[src/rtl/decode_stage.sv]
// Registered RV32I decoder between fetch and execute: one instruction per handshake,
// emitted one cycle later as a decoded bundle held in a single-entry pipeline register.
module decode_stage #(
    parameter int unsigned XLEN = 32
) (
    input  logic            clock,
    input  logic            reset,
    input  logic            flush,
    input  logic            in_valid,
    output logic            in_ready,
    input  logic [XLEN-1:0] in_instr,
    input  logic [XLEN-1:0] in_pc,
    output logic            out_valid,
    input  logic            out_ready,
    output logic [XLEN-1:0] out_pc,
    output logic [3:0]      out_alu_op,
    output logic [4:0]      out_rs1,
    output logic [4:0]      out_rs2,
    output logic [4:0]      out_rd,
    output logic [XLEN-1:0] out_imm,
    output logic [1:0]      out_a_sel,
    output logic            out_b_sel,
    output logic            out_cond_wb,
    output logic            out_branch,
    output logic            out_jump,
    output logic            out_load,
    output logic            out_store,
    output logic            out_reg_write,
    output logic            out_illegal
);

    // ALU operation encoding shared with the execute stage
    typedef enum logic [3:0] {
        ALU_ADD  = 4'd0,
        ALU_SUB  = 4'd1,
        ALU_SLL  = 4'd2,
        ALU_LT   = 4'd3,
        ALU_LTU  = 4'd4,
        ALU_XOR  = 4'd5,
        ALU_SRL  = 4'd6,
        ALU_SRA  = 4'd7,
        ALU_OR   = 4'd8,
        ALU_AND  = 4'd9,
        ALU_EQ   = 4'd10,
        ALU_NE   = 4'd11,
        ALU_GE   = 4'd12,
        ALU_GEU  = 4'd13
    } alu_op_e;

    typedef enum logic [6:0] {
        OPC_LUI    = 7'b0110111,
        OPC_AUIPC  = 7'b0010111,
        OPC_JAL    = 7'b1101111,
        OPC_JALR   = 7'b1100111,
        OPC_BRANCH = 7'b1100011,
        OPC_LOAD   = 7'b0000011,
        OPC_STORE  = 7'b0100011,
        OPC_OPIMM  = 7'b0010011,
        OPC_OP     = 7'b0110011
    } opcode_e;

    typedef enum logic [1:0] {
        ASEL_RS1  = 2'd0,
        ASEL_PC   = 2'd1,
        ASEL_ZERO = 2'd2
    } a_sel_e;

    typedef struct packed {
        logic [XLEN-1:0] pc;
        alu_op_e         alu_op;
        logic [4:0]      rs1;
        logic [4:0]      rs2;
        logic [4:0]      rd;
        logic [XLEN-1:0] imm;
        a_sel_e          a_sel;
        logic            b_sel;
        logic            cond_wb;
        logic            branch;
        logic            jump;
        logic            load;
        logic            store;
        logic            reg_write;
        logic            illegal;
    } bundle_t;

    bundle_t    bundle_d, bundle_q;
    logic       valid_q;
    logic       legal;
    logic       is_op;
    logic       f7_base, f7_alt;
    opcode_e    opc;
    logic [2:0] funct3;
    logic [31:0] imm_i, imm_s, imm_b, imm_u, imm_j;

    assign opc     = opcode_e'(in_instr[6:0]);
    assign funct3  = in_instr[14:12];
    assign f7_base = (in_instr[31:25] == 7'b0000000);
    assign f7_alt  = (in_instr[31:25] == 7'b0100000);
    assign is_op   = (opc == OPC_OP);

    assign imm_i = {{20{in_instr[31]}}, in_instr[31:20]};
    assign imm_s = {{20{in_instr[31]}}, in_instr[31:25], in_instr[11:7]};
    assign imm_b = {{19{in_instr[31]}}, in_instr[31], in_instr[7], in_instr[30:25], in_instr[11:8], 1'b0};
    assign imm_u = {in_instr[31:12], 12'h000};
    assign imm_j = {{11{in_instr[31]}}, in_instr[31], in_instr[19:12], in_instr[20], in_instr[30:21], 1'b0};

    always_comb begin
        bundle_d     = '0;
        bundle_d.pc  = in_pc;
        bundle_d.rs1 = in_instr[19:15];
        bundle_d.rs2 = in_instr[24:20];
        bundle_d.rd  = in_instr[11:7];
        legal        = 1'b1;
        case (opc)
            OPC_LUI: begin
                bundle_d.a_sel     = ASEL_ZERO;
                bundle_d.b_sel     = 1'b1;
                bundle_d.imm       = imm_u;
                bundle_d.reg_write = 1'b1;
            end
            OPC_AUIPC: begin
                bundle_d.a_sel     = ASEL_PC;
                bundle_d.b_sel     = 1'b1;
                bundle_d.imm       = imm_u;
                bundle_d.reg_write = 1'b1;
            end
            OPC_JAL: begin
                bundle_d.a_sel     = ASEL_PC;
                bundle_d.b_sel     = 1'b1;
                bundle_d.imm       = imm_j;
                bundle_d.jump      = 1'b1;
                bundle_d.reg_write = 1'b1;
            end
            OPC_JALR: begin
                legal              = (funct3 == 3'b000);
                bundle_d.b_sel     = 1'b1;
                bundle_d.imm       = imm_i;
                bundle_d.jump      = 1'b1;
                bundle_d.reg_write = 1'b1;
            end
            OPC_BRANCH: begin
                bundle_d.imm    = imm_b;
                bundle_d.branch = 1'b1;
                case (funct3)
                    3'b000:  bundle_d.alu_op = ALU_EQ;
                    3'b001:  bundle_d.alu_op = ALU_NE;
                    3'b100:  bundle_d.alu_op = ALU_LT;
                    3'b101:  bundle_d.alu_op = ALU_GE;
                    3'b110:  bundle_d.alu_op = ALU_LTU;
                    3'b111:  bundle_d.alu_op = ALU_GEU;
                    default: legal = 1'b0;
                endcase
            end
            OPC_LOAD: begin
                legal              = (funct3 != 3'b011) && (funct3 != 3'b110) && (funct3 != 3'b111);
                bundle_d.b_sel     = 1'b1;
                bundle_d.imm       = imm_i;
                bundle_d.load      = 1'b1;
                bundle_d.reg_write = 1'b1;
            end
            OPC_STORE: begin
                legal          = (funct3[2] == 1'b0) && (funct3 != 3'b011);
                bundle_d.b_sel = 1'b1;
                bundle_d.imm   = imm_s;
                bundle_d.store = 1'b1;
            end
            OPC_OPIMM, OPC_OP: begin
                // OP-IMM ignores funct7 except on shifts; OP checks it for every funct3
                bundle_d.b_sel     = !is_op;
                bundle_d.imm       = is_op ? '0 : imm_i;
                bundle_d.reg_write = 1'b1;
                if (is_op && !(f7_base || (f7_alt && (funct3 == 3'b000 || funct3 == 3'b101))))
                    legal = 1'b0;
                case (funct3)
                    3'b000: bundle_d.alu_op = (is_op && f7_alt) ? ALU_SUB : ALU_ADD;
                    3'b001: begin
                        bundle_d.alu_op = ALU_SLL;
                        if (!f7_base) legal = 1'b0;
                    end
                    3'b010: begin
                        bundle_d.alu_op  = ALU_LT;
                        bundle_d.cond_wb = 1'b1;
                    end
                    3'b011: begin
                        bundle_d.alu_op  = ALU_LTU;
                        bundle_d.cond_wb = 1'b1;
                    end
                    3'b100: bundle_d.alu_op = ALU_XOR;
                    3'b101: begin
                        bundle_d.alu_op = f7_alt ? ALU_SRA : ALU_SRL;
                        if (!(f7_base || f7_alt)) legal = 1'b0;
                    end
                    3'b110: bundle_d.alu_op = ALU_OR;
                    default: bundle_d.alu_op = ALU_AND;
                endcase
            end
            default: legal = 1'b0;
        endcase
        if (!legal) begin
            bundle_d         = '0;
            bundle_d.pc      = in_pc;
            bundle_d.rs1     = in_instr[19:15];
            bundle_d.rs2     = in_instr[24:20];
            bundle_d.rd      = in_instr[11:7];
            bundle_d.illegal = 1'b1;
        end
    end

    assign in_ready = !valid_q || out_ready;

    // Flush outranks both load and hold; payload is left stale on drain
    always_ff @(posedge clock or posedge reset) begin
        if (reset) begin
            valid_q  <= 1'b0;
            bundle_q <= '0;
        end else if (flush) begin
            valid_q <= 1'b0;
        end else if (in_valid && in_ready) begin
            valid_q  <= 1'b1;
            bundle_q <= bundle_d;
        end else if (out_ready) begin
            valid_q <= 1'b0;
        end
    end

    assign out_valid     = valid_q;
    assign out_pc        = bundle_q.pc;
    assign out_alu_op    = bundle_q.alu_op;
    assign out_rs1       = bundle_q.rs1;
    assign out_rs2       = bundle_q.rs2;
    assign out_rd        = bundle_q.rd;
    assign out_imm       = bundle_q.imm;
    assign out_a_sel     = bundle_q.a_sel;
    assign out_b_sel     = bundle_q.b_sel;
    assign out_cond_wb   = bundle_q.cond_wb;
    assign out_branch    = bundle_q.branch;
    assign out_jump      = bundle_q.jump;
    assign out_load      = bundle_q.load;
    assign out_store     = bundle_q.store;
    assign out_reg_write = bundle_q.reg_write;
    assign out_illegal   = bundle_q.illegal;

endmodule

[config.mk]
export PLATFORM = sky130hd
export DESIGN_NAME = decode_stage
export DESIGN_NICKNAME = d
export VERILOG_FILES = /design/src/rtl/decode_stage.sv
export SDC_FILE = /design/constraint.sdc
export NUM_CORES = 1
export LEC_CHECK = 0
export ABC_AREA = 1
export CORE_MARGIN = 2
export CORE_UTILIZATION = 45
export DETAILED_ROUTE_END_ITERATION = 7
export MAX_ROUTING_LAYER = met4
export PLACE_DENSITY = 0.8
export SYNTH_ARGS = -nofsm -noshare
export SYNTH_HDL_FRONTEND = slang
export SYNTH_SLANG_ARGS = --single-unit
[constraint.sdc]
create_clock -name clock -period 3.4 [get_ports clock]
set_input_delay 0.68 -clock clock [delete_from_list [all_inputs] [get_ports clock]]
set_output_delay 0.68 -clock clock [all_outputs]
set_load 0.02 [all_outputs]
==> metrics.txt, run 1 <==
Starting Density a little under half; max incr delay on CP 540 ps; vias in the first global route 4420; CTS tree yes; DP Area 6270 um2; Max IR drop VDD between 0.2 and 0.3 mV; RSZ-0062 raised after global routing false; Buf/Inv on CP 3; placed cells slightly below 900; worst-path fanout max 2; Layout Utilization 66.2%; RD Place Congestion 0.956; share of layout cells above drive strength 1 under 10%; post-route ant nets 0; max-cap violations 0; Synth area leader dfrtp_1; post-DP HPWL 9640 um; worst-path cell chain clkdlybuf4s50_1, nor2_1, inv_1, clkdlybuf4s50_1; design area 6500 um2; Final Hold Slack between 400 and 500 ps; Place WS 575 ps; H-Tree Level Count 3; total wire length between 10000 and 15000 um; Critical Path Source Type input port; count leader, synth nand2_1; status finished, final reports clean; Port Buffers 163; Yosys top cell area share 51.3%; Sink Count 94; Design Power between 2 and 3 mW; Post-Syn Area 4590 um2; CP startpoint out_ready; FMAX 382 MHz; Final WS setup 779 ps; clock root cell clkbuf_8; CP Class in -> out; # rows 36; Hold Path Class reg -> reg; post-CTS sizing 0; Avg WL per Cell 14.5 um; slew margin rel. a little over half; worst min-delay path startpoint out_pc[11]; CTS Buf Count 9; Final TNS setup 0 ps; worst skew pair latency 370 ps; fin cells around 900; GR Overflow Total 0; largest net degree at the start of global routing 55; DR pass1 iterations 5; Final period util 77.1%; Post-synth EDFFs 0; synth unique cells 25; ANT cells 0; DRC violations left 0; cells after synthesis 604; Ports 164; DIE AREA approximately 11000 um2; commonest cells in the netlist 281 x nand2_1, 94 x dfrtp_1, 47 x inv_1, 39 x o21ai_0, 30 x nor2_1; clk buf depth 2; PwrDens 411 nW/um2; Die Ht about 100 um; most used cell, CP clkdlybuf4s50_1; Primary FF master, synth dfrtp_1; dominant cells by area after synthesis dfrtp_1 51%, nand2_1 23%, o21ai_0 4.3%; first-pass GRT wire length about 22000 um; Slew Limit Fails 0; worst-margin pin slew 696 ps; CORE AREA 9820 um2; final hold viol count 0; area grow syn2layout 41.8%; Post-synth ARST share 100%; antenna violations before repair 0; via count 4471; Layout Skew slightly above 8 ps; # hold bufs at CTS 0; Worst path top cell family by delay buffers and inverters; setup violators final 0; Die Width 105 um; Clock transition at path regs 80 ps; Total GRT Usage 25.5%; Mapped Nets 673; postcts setup bufs 0; synth warn 0; FF-to-FF Start out_valid; vias per cell 5.01; final-stage net count between 800 and 900; Worst Path Required 2720 ps; initial DRC count 230; Worst setup EP type output port; min Tclk post-route 2620 ps; register area share after synthesis 51.3%; slowest stage cell, crit path clkdlybuf4s50_1; Synth Register Bits 94; leak pwr 3.20 nW; syn_area_per_cell 7.59 um2; Worst EP arrival 1940 ps
## layout by cell type (no fill, tap or decap), types with 2 or more instances in the layout
| cell type | count |
|---|---|
| a21oi_2 | 6 |
| clkinv_2 | 2 |
| inv_6 | 2 |
| nor2_2 | 4 |
| clkdlybuf4s50_1 | 163 |
| nor2_4 | 3 |
| inv_2 | 3 |
| nand2_2 | 6 |
| a21oi_1 | 19 |
| nand4_1 | 6 |
| nor2_1 | 30 |
| nand3_1 | 28 |
| nor3_1 | 2 |
| o22ai_1 | 2 |
| nand2_1 | 281 |
| buf_4 | 4 |
| dfrtp_1 | 94 |
| bufinv_16 | 2 |
| inv_1 | 46 |
| clkbuf_8 | 10 |
| o21ai_0 | 39 |
## power breakdown
part / total (mW) / internal (mW) / switching, mW / leakage [nW]
Combinational: 0.583 / 0.269 / 0.314 / 1.85
Clock: 0.839 / 0.440 / 0.399 / 0.117
Sequential: 1.25 / 1.20 / 0.0472 / 1.24
Total: 2.67 / 1.91 / 0.761 / 3.20
## worst register-to-register path: cells and delay by family (launching register included)
family	cells	cell delay, ps
DFF	1	380
and+or+nand+nor	4	450
buffers and inverters	3	920
## per-layer routing
layer  wire length, um  global-route usage [%]
met1              5770                    33.6
met2              6210                    39.9
met3               794                    5.12
met4               189                    8.10
met5                 0                       -
## kinds of logic after synthesis
kind of cell | Yosys count | synth area share, %
AO/OA/AOI/OAI | 67 | 7.91
buffers and inverters | 79 | 7.72
flip-flops | 94 | 51.3
AND/OR/NAND/NOR | 364 | 33.1
## state kept, by name (all words and copies together), names as in the netlist, 2 cells and up
| name | flops |
|---|---|
| out_pc | 32 |
| out_rs1 | 5 |
| out_imm | 32 |
| out_rs2 | 5 |
| out_rd | 5 |
| out_alu_op | 4 |
| out_a_sel | 2 |
## cell type report
type	instances	area (um2)
Clock buffer	10	138
Clock inverter	6	91.3
Fill cell	883	3320
Inverter	51	195
Multi-Input combinational cell	431	1880
Sequential cell	94	2350
Tap cell	133	166
Timing Repair Buffer	168	1680
## final timing paths
path | to | slack, ps | cells past startpoint
worst min-delay path | out_pc[11] | 480 | 2
worst max-delay path | in_ready | 780 | 4
max in group asynchronous | out_imm[4] | 1950 | 3
min in group asynchronous | out_pc[18] | 780 | 2
worst min register to register | out_pc[11] | 480 | 2
worst max register to register | out_imm[25] | 1540 | 7
Note: power is estimated with default switching activity, not from simulation.
==> inputs of run 2 (changes only) <==
CORE_UTILIZATION = 41   (was 45)
PLACE_DENSITY = 0.77   (was 0.8)
clock period = 2.3 ns   (was 3.4 ns; I/O delays follow)
==> run 2 against run 1 <==
Effect of this change: worst setup slack got worse by 690 ps; sequential power grew 48%; design area increased by 2.5%; wire length increased by 3.7%; cell count grew 2.7%; sequential share of layout area decreased by 0.89 points; via count up 0.16%; worst hold slack got worse by 54 ps; global-route usage is 1.6 points lower; first-iteration DRC count down 2.6%; clock-buffer cell count grew 3; largest cell class unchanged; largest power group unchanged.
==> metrics.txt, run 2 (synthesis gave the netlist of run 1 again) <==
status finished, final reports clean; max-cap violations 0; via count around 4500; Worst EP arrival ~1800 ps; commonest non-fill, non-tap cell in the layout nand2_1; final hold viol count 0; CORE AREA 10900 um2; Final period util 96.3%; Ports 164; Critical Path Source Type input port; RSZ-0062 raised after global routing false; leak pwr between 3 and 4 nW; DR pass1 iterations 4; Final Hold Slack 422 ps; slew margin rel. 72.5%; Layout Skew between 9 and 10 ps; RD Place Congestion 0.925; DRC violations left 0; GR Overflow Total 0; CTS tree yes; Hold Path Class in -> async; total wire length 13400 um; DP Area 6470 um2; Worst setup EP type output port; Port Buffers 163; Avg WL per Cell between 10 and 15 um; largest net degree at the start of global routing 56; postcts setup bufs 0; clock root cell clkbuf_8; Filler cells 979; min Tclk post-route 2220 ps; setup slack, reg-to-reg 720 ps; ANT cells 0; Sink Count 94; post-route ant nets 0; PwrDens a little under 600 nW/um2; post-CTS sizing 0; Clock transition at path regs 90 ps; area grow syn2layout 45.4%; Die Width 110 um; # rows 38; # hold bufs at CTS 0; clk buf depth 2; H-Tree Level Count 3; most frequent cells in the layout 281 x nand2_1, 163 x clkdlybuf4s50_1, 94 x dfrtp_1, 46 x inv_1, 39 x o21ai_0; share of layout cells above drive strength 1 8.11%; antenna violations before repair 0; worst-margin pin slew 412 ps; CTS Buf Count 9; worst-path fanout max 2; initial DRC count 224; worst skew pair latency approximately 370 ps; Total GRT Usage 23.9%; CP Class in -> out; Max IR drop VDD 0.381 mV; final-stage net count 841; FMAX 451 MHz; Starting Density between 40% and 50%; first-pass GRT wire length 21500 um; vias per cell 4.88; design area 6670 um2; vias in the first global route 4455; setup violators final 0; Die Ht 110 um; DIE AREA between 10000 and 15000 um2; Worst Path Required 1840 ps; Slew Limit Fails 0; post-DP HPWL 10000 um
run 2: cell count changes in the layout (fill, tap and decap cells not counted), moves of 2 or more:
cell	delta
clkbuf_1	+3
inv_6	-2
buf_4	+12
buf_12	+5
run 2: area by class of cell:
cell class	count	area [um2]	area share (%)
multi-input cells	431	1880	28.2
well taps	140	175	2.63
repair buffers	185	1870	28.1
clock buffers	13	149	2.23
clock inverters	3	43.8	0.657
flip-flops and latches	94	2350	35.3
inverters	51	196	2.95
run 2: report_power, final:
| group | switching, mW | internal, mW |
|---|---|---|
| clock network | 0.571 | 0.535 |
| registers | 0.0702 | 1.78 |
| logic | 0.472 | 0.416 |
run 2: path summary, 6_finish.rpt:
path	depth (start not counted)	startpoint	endpoint
setup / recovery	4	out_ready	in_ready
hold / removal	2	reset	out_imm[22]
setup reg to reg	8	out_valid	out_pc[12]
hold reg to reg	2	out_pc[20]	out_pc[20]
max in group asynchronous	3	reset	out_rd[3]
min in group clock	2	out_pc[20]	out_pc[20]
run 2: per-stage QoR:
step / utilization [%] / TNS, ps / instances / total power, mW / setup slack, ps
2_1_floorplan: - / 0 / 604 / 2.28 / 734
3_3_place_gp: 59.5 / -35.2 / 901 / 2.76 / -21.5
3_5_place_dp: 59.5 / 0 / 901 / 2.77 / 0.853
4_1_cts: 61.2 / 0 / 917 / 3.88 / 75.4
5_1_grt: 61.2 / 0 / 917 / 4.03 / 26.6
6_report: 61.2 / 0 / 917 / 3.84 / 84.5
run 2: per-layer routing:
metal  routed length, um  track usage, %  vias to the layer above
met5                   0               -                        -
met2                6280            36.9                      146
met4                 418            11.1                        0
met1                5990            30.7                     2094
met3                 743            4.21                       31
li1                    -               -                     2207
run 2: worst max-delay path, cell delays in order:
cell and delay, ps:
clkdlybuf4s50_1 410, nor2_1 250, inv_1 90, clkdlybuf4s50_1 540
